File: config.mk
export PLATFORM = sky130hd
export DESIGN_NAME = outbound_fifo_ctrl
export DESIGN_NICKNAME = d
export VERILOG_FILES = /design/src/rtl/outbound_fifo_pkg.sv /design/src/rtl/outbound_fifo_ctrl.sv
export SDC_FILE = /design/constraint.sdc
export NUM_CORES = 1
export LEC_CHECK = 0
export BUFFER_PORTS_ARGS = -buffer_cell sky130_fd_sc_hd__buf_2
export CAP_MARGIN = 25
export CORE_MARGIN = 2
export CORE_UTILIZATION = 42
export CTS_CLUSTER_SIZE = 28
export DETAILED_ROUTE_END_ITERATION = 16
export HOLD_SLACK_MARGIN = 0.03
export PLACE_DENSITY_LB_ADDON = 0.1
export SLEW_MARGIN = 40
export SYNTH_ARGS = -nofsm -noshare
export SYNTH_HDL_FRONTEND = slang
export SYNTH_SLANG_ARGS = --single-unit
File: constraint.sdc
create_clock -name CLOCK -period 8.9 [get_ports CLOCK]
set_input_delay 0.445 -clock CLOCK [delete_from_list [all_inputs] [get_ports CLOCK]]
set_output_delay 0.445 -clock CLOCK [all_outputs]
set_load 0.01 [all_outputs]
File: src/rtl/outbound_fifo_pkg.sv
`default_nettype none
// ============================================================================
//  Module      : outbound_fifo_pkg
//  Description : Default sizing and threshold constants shared by the
//                outbound FIFO controller and its integrators.
//  Revision    : 1.0 - initial release
// ============================================================================
package outbound_fifo_pkg;

    localparam int c_width     = 32;   // data width
    localparam int c_addr_w    = 7;    // RAM address width, depth = 128
    localparam int c_rd_lat    = 1;    // RAM read latency (1 or 2)
    localparam int c_afull_th  = 120;  // almost-full when count >= this
    localparam int c_aempty_th = 8;    // almost-empty when count <= this

endpackage : outbound_fifo_pkg
`default_nettype wire

File: src/rtl/outbound_fifo_ctrl.sv
`default_nettype none
// ============================================================================
//  Module      : outbound_fifo_ctrl
//  Description : Pointer/flag controller for a FIFO built around an external
//                simple dual-port RAM. Writes and reads are accepted the same
//                cycle they are requested (RAM ports driven combinationally);
//                all status flags are registered from the next-state count.
//  Revision    : 1.0 - initial release
//
//  Ports
//    CLOCK, RESET_N          : clock, asynchronous active-low reset
//    WE, DATA                : user write request and data
//    RE                      : user read request
//    Q, DVLD                 : read data and its valid strobe (RD_LAT later)
//    FULL, EMPTY             : occupancy == depth / occupancy == 0
//    AFULL, AEMPTY           : occupancy >= AFULL_TH / occupancy <= AEMPTY_TH
//    OVERFLOW, UNDERFLOW     : one-cycle pulse after a rejected write / read
//    WRCNT                   : registered occupancy, 0..2**ADDR_W
//    MEM_WDATA/WADDR/WEN     : RAM write port
//    MEM_RADDR/REN/RDATA     : RAM read port
// ============================================================================
module outbound_fifo_ctrl
    import outbound_fifo_pkg::*;
#(
    parameter int WIDTH     = c_width,
    parameter int ADDR_W    = c_addr_w,
    parameter int RD_LAT    = c_rd_lat,
    parameter int AFULL_TH  = c_afull_th,
    parameter int AEMPTY_TH = c_aempty_th
) (
    input  logic              CLOCK,
    input  logic              RESET_N,
    input  logic              WE,
    input  logic [WIDTH-1:0]  DATA,
    input  logic              RE,
    output logic [WIDTH-1:0]  Q,
    output logic              DVLD,
    output logic              FULL,
    output logic              EMPTY,
    output logic              AFULL,
    output logic              AEMPTY,
    output logic              OVERFLOW,
    output logic              UNDERFLOW,
    output logic [ADDR_W:0]   WRCNT,
    output logic [WIDTH-1:0]  MEM_WDATA,
    output logic [ADDR_W-1:0] MEM_WADDR,
    output logic              MEM_WEN,
    output logic [ADDR_W-1:0] MEM_RADDR,
    output logic              MEM_REN,
    input  logic [WIDTH-1:0]  MEM_RDATA
);

    localparam logic [ADDR_W:0] c_depth     = {1'b1, {ADDR_W{1'b0}}};
    localparam logic [ADDR_W:0] c_afull_lvl = AFULL_TH[ADDR_W:0];
    localparam logic [ADDR_W:0] c_aempt_lvl = AEMPTY_TH[ADDR_W:0];

    logic [ADDR_W:0]   r_wptr;
    logic [ADDR_W:0]   r_rptr;
    logic [ADDR_W:0]   r_cnt;
    logic              r_full;
    logic              r_empty;
    logic              r_afull;
    logic              r_aempty;
    logic              r_ovf;
    logic              r_udf;
    logic [RD_LAT-1:0] r_dvld_sr;

    logic              w_wr_acc;
    logic              w_rd_acc;
    logic [ADDR_W:0]   w_wptr_nxt;
    logic [ADDR_W:0]   w_rptr_nxt;
    logic [ADDR_W:0]   w_cnt_nxt;

    // Acceptance uses the registered flags only, so a read can never target
    // the slot being written in the same cycle.
    assign w_wr_acc = WE & ~r_full;
    assign w_rd_acc = RE & ~r_empty;

    assign w_wptr_nxt = r_wptr + {{ADDR_W{1'b0}}, w_wr_acc};
    assign w_rptr_nxt = r_rptr + {{ADDR_W{1'b0}}, w_rd_acc};

    // The extra pointer MSB makes the modular difference span 0..depth, so
    // this equals the running +1/-1 count without a separate adder path.
    assign w_cnt_nxt  = w_wptr_nxt - w_rptr_nxt;

    always_ff @(posedge CLOCK or negedge RESET_N) begin
        if (!RESET_N) begin
            r_wptr   <= '0;
            r_rptr   <= '0;
            r_cnt    <= '0;
            r_full   <= 1'b0;
            r_empty  <= 1'b1;
            r_afull  <= 1'b0;
            r_aempty <= 1'b1;
            r_ovf    <= 1'b0;
            r_udf    <= 1'b0;
        end else begin
            r_wptr   <= w_wptr_nxt;
            r_rptr   <= w_rptr_nxt;
            r_cnt    <= w_cnt_nxt;
            r_full   <= (w_cnt_nxt == c_depth);
            r_empty  <= (w_cnt_nxt == '0);
            r_afull  <= (w_cnt_nxt >= c_afull_lvl);
            r_aempty <= (w_cnt_nxt <= c_aempt_lvl);
            r_ovf    <= WE & r_full;
            r_udf    <= RE & r_empty;
        end
    end

    // Read-valid pipeline matching the RAM read latency.
    generate
        if (RD_LAT == 1) begin : g_lat_one
            always_ff @(posedge CLOCK or negedge RESET_N) begin
                if (!RESET_N) begin
                    r_dvld_sr <= '0;
                end else begin
                    r_dvld_sr <= w_rd_acc;
                end
            end
        end else begin : g_lat_multi
            always_ff @(posedge CLOCK or negedge RESET_N) begin
                if (!RESET_N) begin
                    r_dvld_sr <= '0;
                end else begin
                    r_dvld_sr <= {r_dvld_sr[RD_LAT-2:0], w_rd_acc};
                end
            end
        end
    endgenerate

    assign MEM_WEN   = w_wr_acc;
    assign MEM_WADDR = r_wptr[ADDR_W-1:0];
    assign MEM_WDATA = DATA;
    assign MEM_REN   = w_rd_acc;
    assign MEM_RADDR = r_rptr[ADDR_W-1:0];

    assign DVLD      = r_dvld_sr[RD_LAT-1];
    assign Q         = DVLD ? MEM_RDATA : '0;

    assign FULL      = r_full;
    assign EMPTY     = r_empty;
    assign AFULL     = r_afull;
    assign AEMPTY    = r_aempty;
    assign OVERFLOW  = r_ovf;
    assign UNDERFLOW = r_udf;
    assign WRCNT     = r_cnt;

endmodule : outbound_fifo_ctrl
`default_nettype wire

==> results of run 1 <==
## area by class of cell
| cell class | instances | area, um2 | area share |
|---|---|---|---|
| multi-input cells | 102 | 811 | 0.358 |
| flip-flops and latches | 31 | 778 | 0.344 |
| repair buffers | 98 | 490 | 0.217 |
| clock buffers | 8 | 80.1 | 0.0354 |
| well taps | 52 | 65.1 | 0.0288 |
| inverters | 10 | 37.5 | 0.0166 |
## worst max-delay path, delay by kind of cell (launching register included)
| kind | cells | cell delay [ps] |
|---|---|---|
| AOI/OAI and AO/OA | 2 | 550 |
| xor gates and xnor gates | 2 | 590 |
| adders and majority gates | 3 | 740 |
| DFF | 1 | 570 |
| and+or+nand+nor | 4 | 620 |
## cells in the mapped netlist (all sizes together)
master	instances	area [um2]
nor4	1	12.5
buf	46	345
and3	2	12.5
o21bai	1	7.51
nor2	4	17.5
nor3	2	15.0
nand2	4	15.0
a21oi	3	15.0
o21ai	1	5.00
ha	11	138
xor3	1	25.0
dfrtp	29	726
inv	10	37.5
dfstp	2	52.6
xnor2	8	70.1
clkbuf	3	11.3
a311o	1	10.0
or3	1	11.3
o21a	1	7.51
a21o	2	15.0
a41o	1	10.0
xor2	9	86.3
fa	1	20.0
nand3	6	30.0
a211oi	2	20.0
a31oi	1	6.26
nor2b	4	25.0
nor4b	1	23.8
and2	34	213
## power by group
group | total [W] | internal [W] | switching [W]
registers | 0.000250 | 0.000205 | 0.0000448
clock network | 0.000103 | 0.0000554 | 0.0000480
logic | 0.000564 | 0.000239 | 0.000325
total | 0.000917 | 0.000500 | 0.000418
## sequential cells by signal (all words and copies together), names as in the netlist
signal and count:
UNDERFLOW 1, AFULL 1, r_rptr 8, AEMPTY 1
FULL 1, r_wptr 8, EMPTY 1, OVERFLOW 1
DVLD 1, WRCNT 8
## metal layers
metal  vias to the layer above  track usage
met5                         -            0
met4                         0       0.0617
met3                        12        0.115
met2                        84        0.312
met1                       612        0.228
li1                        681            -
## cells by family after synthesis
family,after synthesis
buffers and inverters,59
AND/OR/NAND/NOR,59
flip-flops,31
XOR/XNOR,18
AO/OA/AOI/OAI,13
adder cells (fa/ha/maj),12
## metrics by stage
step                      utilization  hold WS [ps]  worst slack [ps]  cell area (um2)
after detailed placement        0.491           490              5650             2180
after floorplan                     -           149              5870             1980
after global routing            0.509           261              5630             2260
after global placement          0.491           485              5750             2180
after CTS                       0.509           227              5730             2260
final                           0.509           207              5760             2260
## worst paths after layout
path | slack, ps | to | startpoint | cells after the start
hold / removal | 210 | r_wptr[5] | RESET_N | 1
hold reg to reg | 500 | r_wptr[7] | r_wptr[7] | 1
min in group CLOCK | 400 | OVERFLOW | WE | 2
setup / recovery | 5760 | EMPTY | EMPTY | 11
max in group asynchronous | 8260 | r_rptr[0] | RESET_N | 1
setup reg to reg | 5760 | EMPTY | EMPTY | 11
==> impl_metrics.toml, run 1 <==
[grt]
grt_max_degree = 34
grt_overflow = 0
antenna_found_initial = 0
grt.total_usage = 0.198
grt_pass1_wl_mm = 7.58
grt_pass1_vias = 1408

[timing]
fin_crit_sh = 0.353
hold_viol_final = 0
tns_ps = 0
min_period_ps = 3140
slew_headroom = 0.531
fin_worst_skew_ps = 2.50
fmax_mhz = 319
finalSetupViolations = 0
final_max_slew_viol_count = 0
tightest_slew_ps = 703
rsz0062_at_grt = "false"

[setup_path]
critPathKind = "reg2reg"
cp-start-kind = "flip-flop"
crit_path_max_incr_delay_ps = 570
worst-path-max-fanout = 5
crit_chain = "nor2b_1 > ha_1 > ha_1 > nand3_1 > xor2_1 > ha_1 > nor2b_1 > a311o_1 > a31oi_1 > xor3_2 > nor4_2"
cpMostUsedCell = "ha_1"
critical-path-slowest-cell = "dfstp_2"
worstPathArrival_ps = 3330
cp-end-kind = "flip-flop"
required_ps = 9090

[clock_network]
cts_sinks = 31
cts_tree = "yes"
htree_levels = 2
postCtsSetupRepairBufs = 0
ctsLongestPathBuffers = 2
cts_resized = 0
clock_latency_ps = 270
cts-buffers-inserted = 5
clock-root-buffer = "clkbuf_8"
hold_buffers = 0
clk_pin_slew_ps = 60

[cells_and_area]
stdcell_count = 301
drive_gt1_frac = 0.454
fin_nets = 328
antenna_cells = 0
syn2layout_area_growth_pct = 14.1
layout_common_cells = "buf_2 (98), and2_1 (34), dfrtp_1 (29)"
nFillCells = 449
final_common_cell = "buf_2"

[floorplanning]
die_y_um = 72.7
chipWidth_um = 72.7
core-area_um2 = 4440
ios = 163
initial_core_util = 0.446
std_cell_rows = 24
die_area_um2 = 5290

[logic_synthesis]
yosysWarnings = 0
synth.ff_latch_count = 31
synth_xor_area_frac = 0.0915
synth_mux_area_frac = 0
synthAdderAreaFrac = 0.0795
ys_seq_area_frac = 0.392
synth_compound_area_frac = 0.0486
synth.distinct_cells = 33
syn_nets = 272
synth_top_family_by_area = "buffers and inverters"
syn_avg_cell_area_um2 = 10.3
yosys.area_share.simple = 0.189
synthesis.area_um2 = 1980
syn_inst = 192

[route]
vias_per_cell = 4.61
dr_wl_met2_mm = 2.43
drcViolationCount = 0
avgRoutedWirePerCell_um = 17.6
via_count = 1389
routed.top_layer = "met4"
wl_met3_um = 711
routed_wl_mm = 5.28
drt_iter0_drc = 45
first_pass_iters = 4
final_antenna_net_count = 0
m1WireLength_mm = 2.07

[placed_design]
gp_congestion = 0.813
dp_cells = 293
dpl.hpwl_mm = 4.34
port_buffers = 98

[power]
power_leakage_nw = 1.24
finalPower_w = 0.000917
powerDensity_nw_per_um2 = 406
max-vdd-ir-drop_uv = 379

[hold_path]
hold_class = "in2async"

[run]
maxCapViolCount = 0

[run_status]
status = "finished clean"
No activity file was read; power rests on OpenSTA's default activity.
==> inputs of run 2 (changes only) <==
- CORE_UTILIZATION: 42 -> 39
- clock period: 8.9 -> 3.2 ns (I/O delays scaled with it)
==> impl_metrics.toml, run 2 (synthesis gave the netlist of run 1 again) <==
[grt]
antenna_found_initial = 0
grt.total_usage = 0.189
grt_max_degree = 34
grt_pass1_wl_mm = 7.51
grt_pass1_vias = 1429
grt_overflow = 0

[timing]
min_period_ps = 3010
hold_viol_final = 0
fin_crit_sh = 0.940
fin_worst_skew_ps = 3.39
rsz0062_at_grt = "false"
slew_headroom = 0.541
final_max_slew_viol_count = 0
fmax_mhz = 332
tightest_slew_ps = 688
holdWs_ps = 95.0
finalSetupViolations = 0
tns_ps = 0

[clock_network]
clock-root-buffer = "clkbuf_8"
cts_sinks = 31
ctsLongestPathBuffers = 2
postCtsSetupRepairBufs = 0
htree_levels = 2
cts-buffers-inserted = 5
clk_pin_slew_ps = 60
cts_tree = "yes"
clock_latency_ps = 280

[floorplanning]
chipWidth_um = 75.3
die_y_um = 75.3
initial_core_util = 0.412
die_area_um2 = 5670
std_cell_rows = 25
core-area_um2 = 4820
ios = 163

[setup_path]
worst-path-max-fanout = 3
r2r_cells = 11
cp-end-kind = "flip-flop"
worstPathArrival_ps = 3210
critPathKind = "reg2reg"
r2r_setup_slack_ps = 190
r2r_end = "FULL"
cp-start-kind = "flip-flop"
r2r_start = "EMPTY"
required_ps = 3400

[hold_path]
hp-start = "WE"
hold_class = "in2reg"
hold_end = "OVERFLOW"
min_delay_path_depth = 2

[route]
avgRoutedWirePerCell_um = 16.6
via_count = 1443
drcViolationCount = 0
drt_iter0_drc = 51
routed_wl_mm = 5.28
first_pass_iters = 4
final_antenna_net_count = 0
vias_per_cell = 4.54

[placed_design]
dp_cells = 309
gp_congestion = 0.798
dpl.hpwl_mm = 4.25
port_buffers = 98

[cells_and_area]
antenna_cells = 0
stdcell_count = 318
seqCellArea_um2 = 778
multi_input_area_um2 = 827
syn2layout_area_growth_pct = 17.7
fin_nets = 330
drive_gt1_frac = 0.478
layout_common_cells = "buf_2 (98), and2_1 (34), dfrtp_1 (29)"
final_common_cell = "buf_2"
nFillCells = 489

[run_status]
status = "finished clean"

[power]
power_leakage_nw = 1.26
powerDensity_nw_per_um2 = 1150
max-vdd-ir-drop_uv = 1040

[run]
maxCapViolCount = 0
==> run 2: critical path, stage by stage (launching register included) <==
cell	delay [ps]
dfstp_2	540
nor2b_2	50
ha_2	180
ha_1	280
inv_1	70
fa_1	470
a211oi_1	250
o21bai_1	130
a21oi_2	170
xnor2_1	120
or3_4	440
nor4b_4	210
==> run 2: power by group <==
group	switching [W]	internal, W	total [W]
clock	0.000142	0.000196	0.000338
sequential	0.000123	0.000570	0.000694
combinational	0.000925	0.000727	0.00165
total	0.00119	0.00149	0.00268
==> run 2: through the flow <==
step / setup slack (ps) / cell area (um2) / utilization / total power (W)
floorplan: 255 / 1980 / - / 0.00197
global placement: 145 / 2210 / 0.458 / 0.00234
detailed placement: 125 / 2210 / 0.458 / 0.00233
CTS: 82.5 / 2320 / 0.481 / 0.00270
global route: 3.42 / 2330 / 0.485 / 0.00291
finish: 191 / 2330 / 0.485 / 0.00268
==> run 2: layer usage <==
metal / wire [um] / share of wire / vias to the layer above / track usage
met4: 111 / 0.021 / 0 / 0.0838
met3: 525 / 0.099 / 13 / 0.0701
li1: - / - / 684 / -
met2: 2140 / 0.41 / 80 / 0.255
met5: 0 / 0 / - / 0
met1: 2500 / 0.47 / 666 / 0.271
==> run 2: how the worst max path moves through the flow <==
stage               start  cells past startpoint  endpoint  slack, ps
floorplan           EMPTY                     11     EMPTY        260
global placement    EMPTY                     11    AEMPTY        140
detailed placement  EMPTY                     11      FULL        130
CTS                 EMPTY                     11     EMPTY         80
global route        EMPTY                     11    AEMPTY          3
finish              EMPTY                     11      FULL        190
==> run 2: cell type report <==
type                    instances  share of cell area
clock buffers                   8              0.0429
inverters                      10              0.0161
multi-input cells             102               0.354
flip-flops and latches         31               0.333
well taps                      67              0.0359
repair buffers                100               0.218
==> run 2: timing repair <==
| action | 4_1_cts | 5_1_grt |
|---|---|---|
| endpoints found under the setup margin | 0 | 4 |
| hold buffers | 1 | 0 |
| endpoints found under the hold margin | 29 | 0 |
| resized for setup | 0 | 4 |
==> inputs of run 3 (changes only) <==
--- a/config.mk
+++ b/config.mk
@@ -8,3 +8,2 @@
 export BUFFER_PORTS_ARGS = -buffer_cell sky130_fd_sc_hd__buf_2
-export CAP_MARGIN = 25
 export CORE_MARGIN = 2
--- a/constraint.sdc
+++ b/constraint.sdc
@@ -3,2 +3,2 @@
 set_output_delay 0.16 -clock CLOCK [all_outputs]
-set_load 0.01 [all_outputs]
+set_load 0.05 [all_outputs]
==> impl_metrics.toml, run 3 (synthesis gave the netlist of run 1 again) <==
[floorplanning]
chipWidth_um = 75.3
std_cell_rows = 25
ios = 163
initial_core_util = 0.412
core-area_um2 = 4820
die_y_um = 75.3
die_area_um2 = 5670

[setup_path]
cp_num_buf_inv = 1
crit_chain = "nor2b_4 > ha_2 > ha_4 > nand3_1 > xnor2_2 > ha_4 > nor2b_1 > a311o_1 > a31oi_1 > xor3_2 > buf_4 > a211oi_2"
critPathTopFamily = "XOR/XNOR gates"
cpMostUsedCell = "ha_4"
critPathKind = "reg2reg"
critical-path-slowest-cell = "xor3_2"
r2r_cells = 12
r2r_start = "FULL"
worstPathArrival_ps = 3300
crit_path_max_incr_delay_ps = 530
required_ps = 3400
r2r_setup_slack_ps = 110
cp-start-kind = "flip-flop"
worst-path-max-fanout = 5
r2r_end = "AEMPTY"
cp-end-kind = "flip-flop"

[cells_and_area]
final_common_cell = "buf_2"
fin_nets = 332
antenna_cells = 0
final_util = 0.507
seqCellArea_um2 = 779
drive_gt1_frac = 0.538
layout_common_cells = "buf_2 (98), and2_1 (34), dfrtp_1 (28)"
fin_area_um2 = 2440
nFillCells = 478
syn2layout_area_growth_pct = 23.2
multi_input_area_um2 = 927

[grt]
grt.total_usage = 0.170
grt_overflow = 0
grt_pass1_wl_mm = 6.93
antenna_found_initial = 0
grt_pass1_vias = 1350
grt_max_degree = 34

[clock_network]
htree_levels = 2
clock-root-buffer = "clkbuf_8"
cts_sinks = 31
cts-buffers-inserted = 5
clock_latency_ps = 290
cts_tree = "yes"
clk_pin_slew_ps = 70
ctsLongestPathBuffers = 2

[timing]
final_max_slew_viol_count = 0
fin_worst_skew_ps = 7.94
min_period_ps = 3090
tightest_slew_ps = 774
fmax_mhz = 323
slew_headroom = 0.480
hold_viol_final = 0
fin_crit_sh = 0.966
finalSetupViolations = 0

[route]
m1WireLength_mm = 1.89
avgRoutedWirePerCell_um = 17.0
via_count = 1461
drt_iter0_drc = 21
dr_wl_met2_mm = 2.66
wl_met3_um = 815
vias_per_cell = 4.57
first_pass_iters = 3
drcViolationCount = 0
routed.top_layer = "met4"
routed_wl_mm = 5.43
final_antenna_net_count = 0

[power]
max-vdd-ir-drop_uv = 778
powerDensity_nw_per_um2 = 1410
power_leakage_nw = 1.29

[hold_path]
hold_end = "OVERFLOW"
min_delay_path_depth = 2
hold_class = "in2reg"
hp-start = "WE"

[placed_design]
port_buffers = 98
place_area_um2 = 2220
gp_congestion = 0.727
dpl.hpwl_mm = 4.25

[run]
maxCapViolCount = 0

[run_status]
status = "finished clean"
-- run 3: changes by cell type in the layout (fill, tap and decap cells not counted), sizes merged --
cell	delta
clkinv	+1
clkbuf	-1
buf	+2
-- run 3: per-layer routing --
layer,vias to the layer above,track usage
met4,0,0.0526
met3,16,0.118
met1,677,0.188
met2,79,0.264
met5,-,0
li1,689,-
-- run 3: worst reg2reg max path, stage by stage (launching register included) --
cell and delay, ps:
dfrtp_2 430, nor2b_4 110, ha_2 220, ha_4 160, nand3_1 120, xnor2_2 260, ha_4 250, nor2b_1 120
a311o_1 330, a31oi_1 160, xor3_2 530, buf_4 170, a211oi_2 140
-- run 3: worst max-delay path by stage --
stage	start	to	slack, ps	cells after the start
after global placement	EMPTY	FULL	90	11
final	FULL	AEMPTY	110	12
after floorplan	EMPTY	EMPTY	20	11
after detailed placement	EMPTY	FULL	80	11
after global routing	FULL	AEMPTY	-2	12
after CTS	EMPTY	FULL	30	11
-- run 3: stage by stage --
step / hold WS (ps) / total power (W) / std cells / setup slack, ps / setup TNS (ps)
floorplan: -136 / 0.00261 / 192 / 23.9 / 0
global placement: 245 / 0.00284 / 308 / 86.9 / 0
detailed placement: 258 / 0.00283 / 308 / 79.5 / 0
CTS: 82.6 / 0.00317 / 317 / 28.8 / 0
global route: 116 / 0.00369 / 320 / -1.96 / -1.96
finish: 88.7 / 0.00345 / 320 / 109 / 0
-- run 3: report_power, final --
group | internal, W | total (W) | switching [W]
clock network | 0.000173 | 0.000313 | 0.000140
registers | 0.000571 | 0.000709 | 0.000138
logic | 0.000861 | 0.00243 | 0.00157
total | 0.00160 | 0.00345 | 0.00185
-- run 3: area by class of cell --
type / instances / share of cell area
inverters: 10 / 0.0154
flip-flops and latches: 31 / 0.319
clock buffers: 7 / 0.0353
multi-input cells: 102 / 0.380
repair buffers: 102 / 0.214
well taps: 67 / 0.0343
clock inverters: 1 / 0.00205
-- run 3: repair_timing --
item                                    4_1_cts  5_1_grt
setup buffers                                 0        3
endpoints found under the hold margin        29        0
endpoints found under the setup margin        0        4
gates resized for setup                       0       18
hold buffers                                  1        0
